$ cat src/rtl/pipe_stage_buf_if.sv
// Handshake, payload and side-state bundle between two pipeline stages.
// master = upstream/downstream environment, slave = the stage buffer.
interface pipe_stage_buf_if #(
  parameter int DATA_W  = 160,
  parameter int STATE_W = 66
) ();
  logic               flush;
  logic               in_valid;
  logic               in_ready;
  logic [DATA_W-1:0]  in_data;
  logic               in_hold;
  logic [STATE_W-1:0] state_i;
  logic [STATE_W-1:0] state_o;
  logic               out_valid;
  logic               out_ready;
  logic [DATA_W-1:0]  out_data;
  logic [1:0]         count;

  modport master (
    output flush, in_valid, in_data, in_hold, state_i, out_ready,
    input  in_ready, state_o, out_valid, out_data, count
  );

  modport slave (
    input  flush, in_valid, in_data, in_hold, state_i, out_ready,
    output in_ready, state_o, out_valid, out_data, count
  );
endinterface

$ cat src/rtl/pipe_stage_buf.sv
// Inter-stage pipeline register with optional skid entry and a held side state.
// Latency 1 cycle; SKID=1 gives registered in_ready, SKID=0 combinational in_ready.
module pipe_stage_buf #(
  parameter int          DATA_W  = 160,
  parameter int          STATE_W = 66,
  parameter int unsigned SKID    = 1
) (
  input  logic            clk,
  input  logic            rst,
  pipe_stage_buf_if.slave bus
);

  logic               main_vld_q, main_vld_d;
  logic [DATA_W-1:0]  main_dat_q, main_dat_d;
  logic               skid_vld_q, skid_vld_d;
  logic [DATA_W-1:0]  skid_dat_q, skid_dat_d;
  logic [STATE_W-1:0] state_q, state_d;
  logic               rdy_q, rdy_d;
  logic               in_rdy;
  logic               acc;
  logic               rel;

  always_comb begin
    if (SKID != 0) begin
      in_rdy = rdy_q && !bus.flush;
    end else begin
      in_rdy = !bus.flush && (!main_vld_q || bus.out_ready);
    end
    acc = bus.in_valid && in_rdy;
    rel = main_vld_q && bus.out_ready;
  end

  always_comb begin
    main_vld_d = main_vld_q;
    main_dat_d = main_dat_q;
    skid_vld_d = skid_vld_q;
    skid_dat_d = skid_dat_q;
    rdy_d      = rdy_q;
    state_d    = (!bus.flush && bus.in_hold) ? bus.state_i : '0;

    if (bus.flush) begin
      main_vld_d = 1'b0;
      main_dat_d = '0;
      skid_vld_d = 1'b0;
      skid_dat_d = '0;
      rdy_d      = 1'b1;
    end else begin
      // Release first: either promote the skid entry or leave a zeroed bubble.
      if (rel) begin
        if (skid_vld_q) begin
          main_vld_d = 1'b1;
          main_dat_d = skid_dat_q;
          skid_vld_d = 1'b0;
          skid_dat_d = '0;
        end else begin
          main_vld_d = 1'b0;
          main_dat_d = '0;
        end
      end
      // An accept only happens with the skid empty, so main is free if empty or releasing.
      if (acc) begin
        if (!main_vld_q || rel) begin
          main_vld_d = 1'b1;
          main_dat_d = bus.in_data;
        end else if (SKID != 0) begin
          skid_vld_d = 1'b1;
          skid_dat_d = bus.in_data;
        end
      end
      rdy_d = !skid_vld_d;
    end
  end

  always_ff @(posedge clk) begin
    if (rst) begin
      main_vld_q <= 1'b0;
      main_dat_q <= '0;
      skid_vld_q <= 1'b0;
      skid_dat_q <= '0;
      state_q    <= '0;
      rdy_q      <= 1'b1;
    end else begin
      main_vld_q <= main_vld_d;
      main_dat_q <= main_dat_d;
      skid_vld_q <= skid_vld_d;
      skid_dat_q <= skid_dat_d;
      state_q    <= state_d;
      rdy_q      <= rdy_d;
    end
  end

  assign bus.in_ready  = in_rdy;
  assign bus.out_valid = main_vld_q;
  assign bus.out_data  = main_vld_q ? main_dat_q : '0;
  assign bus.state_o   = state_q;
  assign bus.count     = {1'b0, main_vld_q} + {1'b0, skid_vld_q};

endmodule

$ cat src/flat_wrapper.sv
// flat-port wrapper written by rule: the top's interface ports become plain ports
module pipe_stage_buf_flat 
#(
  parameter int          DATA_W  = 160,
  parameter int          STATE_W = 66,
  parameter int unsigned SKID    = 1
)
  (clk, rst, bus_flush, bus_in_valid, bus_in_data, bus_in_hold, bus_state_i, bus_out_ready, bus_in_ready, bus_state_o, bus_out_valid, bus_out_data, bus_count);
  pipe_stage_buf_if #(.DATA_W(DATA_W), .STATE_W(STATE_W)) bus_i ();
  input  logic clk;
  input  logic rst;
  input wire logic [$bits(bus_i.flush)-1:0] bus_flush;
  input wire logic [$bits(bus_i.in_valid)-1:0] bus_in_valid;
  input wire logic [$bits(bus_i.in_data)-1:0] bus_in_data;
  input wire logic [$bits(bus_i.in_hold)-1:0] bus_in_hold;
  input wire logic [$bits(bus_i.state_i)-1:0] bus_state_i;
  input wire logic [$bits(bus_i.out_ready)-1:0] bus_out_ready;
  output wire logic [$bits(bus_i.in_ready)-1:0] bus_in_ready;
  output wire logic [$bits(bus_i.state_o)-1:0] bus_state_o;
  output wire logic [$bits(bus_i.out_valid)-1:0] bus_out_valid;
  output wire logic [$bits(bus_i.out_data)-1:0] bus_out_data;
  output wire logic [$bits(bus_i.count)-1:0] bus_count;
  assign bus_i.flush = bus_flush;
  assign bus_i.in_valid = bus_in_valid;
  assign bus_i.in_data = bus_in_data;
  assign bus_i.in_hold = bus_in_hold;
  assign bus_i.state_i = bus_state_i;
  assign bus_i.out_ready = bus_out_ready;
  assign bus_in_ready = bus_i.in_ready;
  assign bus_state_o = bus_i.state_o;
  assign bus_out_valid = bus_i.out_valid;
  assign bus_out_data = bus_i.out_data;
  assign bus_count = bus_i.count;
  pipe_stage_buf #(.DATA_W(DATA_W), .STATE_W(STATE_W), .SKID(SKID)) u_core (.clk(clk), .rst(rst), .bus(bus_i));
endmodule
$ cat config.mk
export PLATFORM = sky130hd
export DESIGN_NAME = pipe_stage_buf_flat
export DESIGN_NICKNAME = d
export VERILOG_FILES = /design/src/rtl/pipe_stage_buf_if.sv /design/src/rtl/pipe_stage_buf.sv /design/src/flat_wrapper.sv
export SDC_FILE = /design/constraint.sdc
export NUM_CORES = 1
export LEC_CHECK = 0
export ABC_AREA = 1
export ABC_CLOCK_PERIOD_IN_PS = 2800
export CAP_MARGIN = 20
export CORE_ASPECT_RATIO = 0.9
export CORE_UTILIZATION = 35
export CTS_CLUSTER_DIAMETER = 40
export DETAILED_ROUTE_END_ITERATION = 8
export PLACE_DENSITY = 0.59
export SYNTH_ARGS = -nofsm -noshare
export SYNTH_HDL_FRONTEND = slang
export SYNTH_SLANG_ARGS = --single-unit
$ cat constraint.sdc
create_clock -name clk -period 2.8 [get_ports clk]
set_input_delay 0.28 -clock clk [delete_from_list [all_inputs] [get_ports clk]]
set_output_delay 0.28 -clock clk [all_outputs]
set_load 0.05 [all_outputs]
==> flow_summary.yaml <==
clocking:
  htreeDepth: 2
  clk_latency_ns: 0.61
  cts_buffer_depth: 3
  cts-resized-gates: 0
  hold_buffers: 0
  clock-sinks: 389
  clk_pin_slew_ns: 0.06
  cts_buffers: 60
  cts_tree: "built"
  cts-root-buf: "clkbuf_16"
  postCtsSetupBuffers: 0
floorplanning:
  core-area_mm2: 0.0530
  dieArea_mm2: 0.0545
  fp.dieH_um: 221
  start_util_pct: 35.4
  die_w_um: 246
  rows: 80
  pin_count: 462
synthesis:
  ys_seq_area_share_pct: 41.6
  avgSynthCellArea_um2: 5.94
  ys_types: 20
  synth_nets: 3389
  synth-seq-cells: 389
  ys_warn_count: 0
  synthCells: 3156
  synth_area_mm2: 0.0187
placement:
  place_congestion: 0.786
  hpwlAfterDp_um: 36800
  placed_area_mm2: 0.0238
  dp_slack_ns: 0.533
  io_buffers: 461
  dp_cells: 4141
pwr:
  power.total_mw: 14.8
  ir_worst_vdd_v: 0.000424
  leakage_nw: 11.4
  powerDensity_mw_per_mm2: 570
final_layout:
  drive_gt1_share_pct: 6.75
  finalNonFillerCells: 4252
  layout_commonest_cell: "nand2_1"
  diodes: 0
  final_nets: 3739
  fillCellCount: 5566
  layout_common_cells: "1280 x nand2_1, 548 x nor2_1, 390 x inv_1"
  design_area_mm2: 0.0259
  areaGrowthSynthToFinish_pct: 38.1
min_path:
  min_from: "bus_state_i[19]"
  min_path_type: "input pin to flop"
timing:
  slew_headroom_pct: 38.7
  drv_slew: 0
  finalHoldViolations: 0
  fin_ws_ns: 0.115
  fin_setup_tns_ns: 0
  fin_skew_ns: 0.0205
  rsz0062_at_grt: "no"
  fmax_mhz: 373
  layout_min_cycle_time_ns: 2.68
  tightest_slew_ns: 0.919
  period_share_pct: 95.9
  finalSetupViolations: 0
worst_setup_path:
  cp-startpoint: "u_core.bus.out_valid$_SDFF_PP0_"
  reg2reg_to: "u_core.skid_dat_q[103]$_SDFF_PP0_"
  r2r_slack_ns: 0.88
  cp-start-kind: "flop"
  cp.arrival_ns: 2.40
  crit_fanout: 49
  path_class: "flop to output port"
  reg2reg_depth: 6
  r2r_start: "u_core.bus.out_valid$_SDFF_PP0_"
  cp-endpoint: "bus_out_data[62]"
  worstSetupEndpointType: "output port"
  required_ns: 2.52
global_routing:
  grt_pass1_wl_um: 96800
  antenna_found_initial: 0
  grt_max_degree: 162
  grt_pass1_vias: 17800
  overflow: 0
  track_usage_pct: 22.0
route:
  num_vias: 19000
  post_drt_via_cell_ratio: 4.47
  wl_um: 60600
  first_pass_iters: 8
  wire_per_inst_um: 14.3
  met1Wirelength_um: 27200
  drtIter0Drc: 1333
  wl_met2_um: 27800
  postRouteAntennaNets: 0
  drc: 0
  top_layer: "met4"
  wl_met3_um: 3950
job:
  cap_viol_max_count: 0
run_status:
  status: "complete, no violations"
state kept, by name, indices dropped and copies added, names as in the netlist:
| name | cells |
|---|---|
| u_core.skid_dat_q | 160 |
| u_core.main_dat_q | 160 |
| u_core.rdy_q | 1 |
| u_core.bus.state_o | 66 |
| u_core.bus.out_valid | 1 |
| u_core.skid_vld_q | 1 |
area by class of cell:
class                      count  area [µm²]  area share [%]
inverter                     392        1470            5.70
tap                          697         872            3.37
timing repair buffer         503        5060            19.6
sequential                   389        7790            30.1
clock buffer                  83        1710            6.61
multi-input combinational   2160        8590            33.2
clock inverter                28         372            1.44
cells by family after synthesis:
group / Yosys count / synth area share [%]
fa+ha+maj: 1 / 0.0668
buf+inv: 607 / 12.8
simple gates: 1837 / 36.9
compound gates: 322 / 8.61
flops: 389 / 41.6
worst max-delay path: stages, from the launching register on:
cell	delay, ns
dfxtp_4	0.41
buf_12	0.28
nand2_1	0.09
inv_1	0.12
clkdlybuf4s50_1	0.86
worst min path at each step:
stage,end,cells after the start
after global placement,u_core.skid_dat_q[152]$_SDFF_PP0_,4
final,u_core.bus.state_o[19]$_SDFF_PP0_,3
after floorplan,u_core.bus.state_o[0]$_SDFF_PP0_,2
after detailed placement,u_core.skid_dat_q[152]$_SDFF_PP0_,4
after CTS,u_core.bus.state_o[19]$_SDFF_PP0_,3
after global routing,u_core.bus.state_o[60]$_SDFF_PP0_,3
routing by layer:
metal,vias to the layer above,GRT usage (%)
li1,10000,-
met1,8430,28.6
met2,496,35.8
met3,92,4.75
met4,0,7.25
met5,-,0
per-stage QoR:
step                      utilization (%)  hold WS, ns
after floorplan                         -        0.392
after global placement               44.9        0.528
after detailed placement             44.9        0.527
after CTS                            48.9        0.146
after global routing                 48.9        0.163
final                                48.9        0.185
synthesized netlist by cell type:
| cell type | n | area [µm²] |
|---|---|---|
| nand2_1 | 1282 | 4810 |
| buf_4 | 9 | 67.6 |
| nand2_2 | 1 | 6.26 |
| buf_6 | 1 | 11.3 |
| nor2_1 | 549 | 2060 |
| dfxtp_1 | 389 | 7790 |
| o21ai_1 | 2 | 10.0 |
| inv_1 | 390 | 1460 |
| nand3_1 | 1 | 5.00 |
| buf_1 | 14 | 52.6 |
| o21ai_0 | 319 | 1600 |
| clkbuf_1 | 125 | 469 |
| nand3_2 | 1 | 10.0 |
| a31oi_1 | 1 | 6.26 |
| ha_1 | 1 | 12.5 |
| nor2_4 | 1 | 11.3 |
| inv_2 | 2 | 7.51 |
| and2_0 | 1 | 6.26 |
| nor2_2 | 1 | 6.26 |
| buf_2 | 66 | 330 |
report_power, final:
part	leakage [nW]	internal [mW]	switching, mW
Sequential	3.15	5.65	0.0548
Combinational	7.24	0.572	0.764
Clock	1.00	4.91	2.81
Total	11.4	11.1	3.63
(Power assumes the default switching activity.)
